$ cat src/rtl/muldiv_unit.sv
// Iterative MIPS multiply/divide unit holding architectural HI/LO.
// One radix-2 step per cycle: shift-add multiply, restoring divide.
module muldiv_unit (
    input  logic        clk,
    input  logic        reset,
    input  logic        start,
    input  logic [1:0]  op,
    input  logic [31:0] rs_data,
    input  logic [31:0] rt_data,
    input  logic        mthi,
    input  logic        mtlo,
    output logic        busy,
    output logic        done,
    output logic [31:0] hi,
    output logic [31:0] lo,
    output logic [1:0]  dbg_state
);

    typedef enum logic [1:0] {
        IDLE = 2'd0,
        CALC = 2'd1,
        FIN  = 2'd2
    } state_t;

    state_t      state;
    logic [4:0]  cnt;
    logic [63:0] acc;
    logic [31:0] opb;
    logic [31:0] rs_q;
    logic        op_div;
    logic        neg_q;
    logic        neg_r;
    logic        div_zero;

    logic        signed_op;
    logic [31:0] a_mag;
    logic [31:0] b_mag;
    logic [32:0] mul_sum;
    logic [63:0] mul_next;
    logic [64:0] div_sh;
    logic [32:0] div_trial;
    logic [63:0] div_next;
    logic [63:0] prod_fix;
    logic [31:0] quo_fix;
    logic [31:0] rem_fix;

    assign dbg_state = state;

    always_comb begin
        signed_op = ~op[0];
        a_mag     = (signed_op && rs_data[31]) ? -rs_data : rs_data;
        b_mag     = (signed_op && rt_data[31]) ? -rt_data : rt_data;

        // Multiply: low half of acc holds the remaining multiplier bits.
        mul_sum   = {1'b0, acc[63:32]} + (acc[0] ? {1'b0, opb} : 33'd0);
        mul_next  = {mul_sum, acc[31:1]};

        // Divide: a borrow out of the trial subtract means the bit is 0.
        div_sh    = {acc, 1'b0};
        div_trial = div_sh[64:32] - {1'b0, opb};
        div_next  = div_trial[32] ? div_sh[63:0]
                                  : {div_trial[31:0], div_sh[31:1], 1'b1};

        prod_fix  = neg_q ? -acc : acc;
        quo_fix   = neg_q ? -acc[31:0] : acc[31:0];
        rem_fix   = neg_r ? -acc[63:32] : acc[63:32];
    end

    always_ff @(posedge clk) begin
        if (reset) begin
            state    <= IDLE;
            cnt      <= 5'd0;
            acc      <= 64'd0;
            opb      <= 32'd0;
            rs_q     <= 32'd0;
            op_div   <= 1'b0;
            neg_q    <= 1'b0;
            neg_r    <= 1'b0;
            div_zero <= 1'b0;
            busy     <= 1'b0;
            done     <= 1'b0;
            hi       <= 32'd0;
            lo       <= 32'd0;
        end else begin
            done <= 1'b0;
            case (state)
                IDLE: begin
                    if (start) begin
                        op_div   <= op[1];
                        neg_q    <= signed_op & (rs_data[31] ^ rt_data[31]);
                        neg_r    <= signed_op & rs_data[31];
                        div_zero <= op[1] && (rt_data == 32'd0);
                        rs_q     <= rs_data;
                        opb      <= op[1] ? b_mag : a_mag;
                        acc      <= {32'd0, (op[1] ? a_mag : b_mag)};
                        cnt      <= 5'd31;
                        busy     <= 1'b1;
                        state    <= CALC;
                    end else begin
                        if (mthi) hi <= rs_data;
                        if (mtlo) lo <= rs_data;
                    end
                end
                CALC: begin
                    acc <= op_div ? div_next : mul_next;
                    cnt <= cnt - 5'd1;
                    if (cnt == 5'd0) state <= FIN;
                end
                FIN: begin
                    if (!op_div) begin
                        hi <= prod_fix[63:32];
                        lo <= prod_fix[31:0];
                    end else if (div_zero) begin
                        hi <= rs_q;
                        lo <= 32'hFFFF_FFFF;
                    end else begin
                        hi <= rem_fix;
                        lo <= quo_fix;
                    end
                    done  <= 1'b1;
                    busy  <= 1'b0;
                    state <= IDLE;
                end
                default: state <= IDLE;
            endcase
        end
    end

endmodule

$ cat config.mk
export PLATFORM = sky130hd
export DESIGN_NAME = muldiv_unit
export DESIGN_NICKNAME = d
export VERILOG_FILES = /design/src/rtl/muldiv_unit.sv
export SDC_FILE = /design/constraint.sdc
export NUM_CORES = 1
export LEC_CHECK = 0
export CORE_MARGIN = 4
export CORE_UTILIZATION = 61
export DETAILED_ROUTE_END_ITERATION = 10
export DONT_BUFFER_PORTS = 1
export PLACE_DENSITY = 0.77
export SLEW_MARGIN = 20
export SYNTH_ARGS = -nofsm -noshare
export SYNTH_HDL_FRONTEND = slang
export SYNTH_SLANG_ARGS = --single-unit
$ cat constraint.sdc
create_clock -name clk -period 7.1 [get_ports clk]
set_input_delay 1.42 -clock clk [delete_from_list [all_inputs] [get_ports clk]]
set_output_delay 1.42 -clock clk [all_outputs]
set_load 0.05 [all_outputs]
==> impl_metrics.yaml, run 1 <==
placement:
  place_congestion: 1.04
  post-place-ws_ns: 3.03
  hpwl_microns: 45900
  portBuffers: 0
sta:
  finClkSkew_ns: 0.0378
  max_freq_ghz: 0.245
  hold_viol_final: 0
  rsz0062_at_grt: "false"
  worst_pin_slew_ns: 1.05
  tns_ns: 0
  finalSetupViolations: 0
  period_share: 0.574
  relSlewSlack: 0.297
  slew_violations: 0
  final.setup.worst_slack_ns: 3.02
  period_minus_slack_ns: 4.08
layout:
  multi_input_area_sq_um: 11600
  area_growth_pct: 4.83
  seqCellArea_sq_um: 4110
  num-fill-cells: 2440
  diodes: 0
  fin_nets: 2321
  drive_gt1_frac: 0.0446
routing:
  vias_per_cell: 7.12
  drt-wirelength-per-cell_microns: 25.0
  post-route-drc-count: 0
  vias: 18000
  totalWireLength_microns: 63500
  detail_route.iter0.violations: 2338
  drtAntennaViolNets: 0
  drtPass1Iterations: 6
yosys:
  synth-main-ff-cell: "dfxtp_1"
  yosysTopAreaCell: "dfxtp_1"
  avgSynthCellArea_sq_um: 7.21
  synthTopCellsByArea: "dfxtp_1 25%, a21oi_1 7.7%, nand2_1 5.8%"
  yosys_warnings: 0
  synth-edff-count: 0
  synth_fp_nets: 2448
  ys_types: 75
  synth_cells: 2305
  yosysTopAreaCellShare: 0.247
  syn-cell-area_sq_um: 16600
  synthArstFlopShare: 0
  ys_seq_area_frac: 0.247
  ys_ff_latch: 205
clock_network:
  cts_made_buffers: 24
  cts_tree: "done"
  postCtsHoldBufs: 0
  post_cts_resized: 0
  cts_setup_buffers: 0
  clockRootBuffer: "clkbuf_16"
  clockBufferDepth: 3
  htreeDepth: 1
  cts_sinks: 205
  clk_pin_slew_ns: 0.06
  insertion_delay_ns: 0.55
power:
  power_density_nw_per_um2: 226
  ir_drop_mv: 0.258
  leakage_nw: 6.52
critical_path:
  crit_path_max_fanout: 31
  endpoint_kind: "flip-flop"
  crit_chain: "inv_1 > buf_4 > nor2_1 > ha_1 > a211oi_1 > o21ai_0 > a21oi_1 > o221ai_1 > a21oi_1 > o21ai_0 > a21oi_1 > mux2i_1 > nor3_1"
  cpMostUsedCell: "a21oi_1"
  startpoint_type: "flip-flop"
  worstPathRequired_ns: 7.54
  crit_arrival_ns: 4.51
  slowest_delay_ns: 0.58
  crit_family: "compound AO/OA/AOI/OAI gates"
  crit_buf_inv: 2
  worstSetupPathType: "flip-flop to flip-flop"
  slowest_stage: "a211oi_1"
global_route:
  grt_pass1_vias: 16600
  grt_overflow: 0
  antenna_found_initial: 1
  grt_max_degree: 179
  grt_util_all_layers: 0.401
  grt_pass1_wl_microns: 97200
die:
  core-area_sq_um: 26900
  ios: 139
  die_w_microns: 173
  die-area_sq_um: 29900
  initial_core_util: 0.618
  die_h_microns: 173
  rows: 60
status:
  status: "finished, final reports clean"
run:
  drv_cap: 0
min_path:
  hold_class: "flip-flop to flip-flop"
per-stage QoR:
stage / total power [mW] / cells / hold slack [ns] / instance area [sq um] / util
after global placement: 2.57 / 2493 / 0.433 / 16600 / 0.617
after detailed placement: 2.59 / 2493 / 0.437 / 16600 / 0.617
after global routing: 4.09 / 2536 / 0.459 / 17400 / 0.648
after CTS: 3.89 / 2536 / 0.445 / 17400 / 0.648
after floorplan: 2.30 / 2305 / 0.432 / 16600 / -
final: 3.93 / 2536 / 0.449 / 17400 / 0.648
worst reg2reg max path, delay by kind of cell (launching register included):
family / cells / cell delay [ns]
and+or+nand+nor: 2 / 0.18
buffers and inverters: 2 / 0.50
AOI/OAI and AO/OA: 7 / 2.39
muxes: 1 / 0.22
adders and majority gates: 1 / 0.26
DFF: 1 / 0.41
registers in the layout, summed over array words and instances, names as in the netlist:
register and flops:
cnt 5, done 1, hi 32, div_zero 1, rs_q 32, lo 32, dbg_state 2, neg_r 1
opb 32, acc 64, neg_q 1, op_div 1, busy 1
layout make-up:
cell class,count,area share
Sequential cell,205,0.236
Multi-Input combinational cell,1848,0.665
Clock buffer,36,0.0405
Clock inverter,7,0.00776
Tap cell,341,0.0245
Inverter,75,0.0162
Timing Repair Buffer,24,0.0103
routing by layer:
layer | GRT usage | up-vias | routed length, microns
li1 | - | 8182 | -
met4 | 0.230 | 2 | 4580
met2 | 0.608 | 1172 | 27200
met5 | 0 | - | 13
met3 | 0.0859 | 287 | 7590
met1 | 0.530 | 8405 | 24100
where the power goes:
group	switching (mW)	internal, mW	total [mW]
Combinational	0.720	0.416	1.14
Sequential	0.226	1.24	1.47
Clock	0.526	0.797	1.32
Total	1.47	2.46	3.93
cell usage after synthesis (all sizes together), types with 5 or more instances:
cell type,number
xnor2,85
o21a,12
o41ai,15
o21ai,145
mux2i,60
dfxtp,205
nand3,36
a31oi,39
o31ai,36
o221ai,26
nor2,226
ha,70
or3,15
a2111oi,8
nand2b,15
a221oi,21
nor4,21
clkbuf,147
nor2b,13
o211ai,40
a211o,9
nand4,18
a221o,8
nand3b,9
a21o,30
a211oi,81
nand2,258
mux2,5
a21oi,256
or4,12
buf,30
nor3b,11
xor2,72
and2,14
and3,19
o22ai,6
or2,8
nor3,71
o21bai,9
a31o,5
a22oi,20
o2111ai,10
inv,73
placed cells by master, fill, tap and decap left out, types with 34 or more instances in the layout:
cell type  synthesis  layout
dfxtp_1          205     204
a21oi_1          256     256
nor2_1           225     222
o21ai_0          141     140
a31oi_1           39      39
a211oi_1          81      80
ha_1              70      70
o31ai_1           34      34
inv_1             72      72
xnor2_1           85      85
nand3_1           36      36
nand2_1          258     258
xor2_1            72      72
mux2i_1           60      60
o211ai_1          40      40
nor3_1            71      71
logic make-up after synthesis:
logic type | synth area share
AND/OR/NAND/NOR | 0.208
buffers and inverters | 0.0587
multiplexers | 0.0395
adder cells (fa/ha/maj) | 0.0551
flip-flops | 0.247
AO/OA/AOI/OAI | 0.308
XOR/XNOR | 0.0827
path summary, 6_finish.rpt:
check                           to                  start  slack, ns  cells past startpoint
max           acc[62]$_SDFFE_PP0P_    acc[0]$_SDFFE_PP0P_       3.02                     13
min          rs_q[18]$_SDFFE_PP0P_  rs_q[18]$_SDFFE_PP0P_       0.45                      2
max reg2reg   acc[62]$_SDFFE_PP0P_    acc[0]$_SDFFE_PP0P_       3.02                     13
min reg2reg  rs_q[18]$_SDFFE_PP0P_  rs_q[18]$_SDFFE_PP0P_       0.45                      2
(Power assumes the default switching activity.)
==> inputs of run 2 (changes only) <==
Settings changed: CORE_UTILIZATION 61 to 59, PLACE_DENSITY 0.77 to 0.78.
Clock period 7.1 ns to 3.7 ns, I/O delays scaled along.
==> run 2 against run 1 <==
- combinational power grew 110%
- cell count is 4.5% higher
- sequential cell count is the same
- largest power group unchanged
- highest routed layer is now met4
- power increased by 100%
- count of clock-buffer cells in the layout fell by 2
- die area is 3.2% higher
- critical endpoint is now hi[0]$_SDFFE_PP0P_
- hold slack got worse by 0.18 ns
- routed wire length grew 5.8%
- design area increased by 4.1%
==> impl_metrics.yaml, run 2 (same netlist as run 1, synthesis figures left out) <==
layout:
  largest_register_ffs: 64
  mostFrequentLayoutCell: "nand2_1"
  fin_cells: 2650
  fin_area_sq_um: 18100
  regMostFlops: "acc"
  area_growth_pct: 9.16
  fin_nets: 2396
  drive_gt1_frac: 0.0784
  num-fill-cells: 2519
  final_cell_mix: "258 x nand2_1, 255 x a21oi_1, 223 x nor2_1"
critical_path:
  timing.rr.end: "hi[0]$_SDFFE_PP0P_"
  worstSetupPathType: "flip-flop to flip-flop"
  endpoint_kind: "flip-flop"
  r2r_slack_ns: 0.18
  reg2reg_from: "acc[13]$_SDFFE_PP0P_"
  worstPathRequired_ns: 4.13
  reg2regPathDepth: 10
  crit_arrival_ns: 3.95
  crit_path_max_fanout: 7
  startpoint_type: "flip-flop"
global_route:
  grt_util_all_layers: 0.414
  grtUsageMet2: 0.631
  grt_max_degree: 179
  use_met1: 0.549
  grt_pass1_wl_microns: 101000
  top_usage_layer: "met2"
  grt_overflow: 0
  met3_usage: 0.0842
  antenna_found_initial: 2
  grt_pass1_vias: 16800
die:
  ios: 139
  core-area_sq_um: 27800
  die_w_microns: 176
  die_h_microns: 176
  initial_core_util: 0.598
  rows: 61
  die-area_sq_um: 30900
routing:
  drt-wirelength-per-cell_microns: 25.3
  drtPass1Iterations: 7
  detail_route.iter0.violations: 2410
  post-route-drc-count: 0
  vias_per_cell: 6.93
  totalWireLength_microns: 67100
  drtAntennaViolNets: 0
  vias: 18400
power:
  ir_drop_mv: 0.405
  power_density_nw_per_um2: 435
  pwr-share-comb: 0.306
  netSwitchingFraction: 0.378
  leakage_nw: 6.93
  power_frac_seq: 0.351
  clock_power_share: 0.343
  p_total_mw: 7.89
  p_switching_mw: 2.98
  p_int_mw: 4.91
clock_network:
  htreeDepth: 1
  clk_pin_slew_ns: 0.06
  cts_setup_buffers: 0
  clockRootBuffer: "clkbuf_16"
  cts_sinks: 205
  insertion_delay_ns: 0.56
  cts_made_buffers: 25
  clockBufferDepth: 3
  cts_tree: "done"
sta:
  finClkSkew_ns: 0.0114
  period_share: 0.951
  hold_viol_final: 0
  worst_pin_slew_ns: 1.16
  finalSetupViolations: 0
  relSlewSlack: 0.227
  final.setup.worst_slack_ns: 0.181
  tns_ns: 0
  period_minus_slack_ns: 3.52
  rsz0062_at_grt: "false"
  max_freq_ghz: 0.284
  slew_violations: 0
min_path:
  min_to: "lo[30]$_SDFFE_PP0P_"
  holdCritStartpoint: "reset"
  hold_class: "input pin to flip-flop"
  worstHoldPathCells: 1
placement:
  hpwl_microns: 49800
  place_congestion: 1.01
  dp_cells: 2604
  place_area_sq_um: 17200
  post-place-ws_ns: 0.207
  portBuffers: 0
run:
  drv_cap: 0
status:
  status: "finished, final reports clean"
-- run 2: area by class of cell --
cell class | instances | area (sq um) | share of cell area
clock inverters | 11 | 184 | 0.0101
multi-input cells | 1848 | 11600 | 0.639
repair buffers | 98 | 786 | 0.0433
flip-flops and latches | 205 | 4110 | 0.226
well taps | 378 | 473 | 0.0261
clock buffers | 34 | 709 | 0.0391
inverters | 75 | 282 | 0.0155
diodes | 1 | 2.50 | 0.000138
-- run 2: per-layer routing --
layer,up-vias,share of wire
met4,0,0.072
met2,1165,0.43
met1,8608,0.39
li1,8324,-
met5,-,0
met3,270,0.11
-- run 2: stage by stage --
step                 util  hold slack [ns]
global placement    0.620            0.433
CTS                 0.652            0.253
floorplan               -            0.432
global route        0.653            0.251
detailed placement  0.620            0.440
finish              0.653            0.265
-- run 2: timing repair --
| action | in CTS | in global routing |
|---|---|---|
| endpoints found under the setup margin | 0 | 4 |
| resized for setup | 0 | 3 |
| hold buffers | 0 | 0 |
-- run 2: power by group through the flow --
stage / clock network [mW] / registers (mW) / logic [mW]
floorplan: 0 / 2.72 / 1.70
global placement: 0 / 2.80 / 2.30
detailed placement: 0 / 2.81 / 2.32
CTS: 2.71 / 2.76 / 2.34
global route: 2.78 / 2.79 / 2.59
finish: 2.71 / 2.77 / 2.42
-- run 2: worst max-delay path by stage --
stage | slack, ns | depth (start not counted) | to | from
6_report | 0.18 | 10 | hi[0]$_SDFFE_PP0P_ | acc[13]$_SDFFE_PP0P_
5_1_grt | 0.03 | 9 | hi[13]$_SDFFE_PP0P_ | acc[13]$_SDFFE_PP0P_
3_5_place_dp | 0.21 | 10 | hi[0]$_SDFFE_PP0P_ | acc[4]$_SDFFE_PP0P_
3_3_place_gp | 0.20 | 10 | hi[0]$_SDFFE_PP0P_ | acc[4]$_SDFFE_PP0P_
2_1_floorplan | 0.37 | 13 | acc[47]$_SDFFE_PP0P_ | acc[32]$_SDFFE_PP0P_
4_1_cts | 0.19 | 10 | hi[0]$_SDFFE_PP0P_ | acc[4]$_SDFFE_PP0P_
-- run 2: worst max-delay path, cell delays in order, from the launching register on --
cell and delay, ns:
dfxtp_1 0.38, or4_4 0.56, or4_4 0.47, or4_1 0.53, buf_4 0.19, nor2_1 0.27
nor2_1 0.25, nor3_1 0.18, a211oi_1 0.07, a211oi_1 0.41, nor3_1 0.09
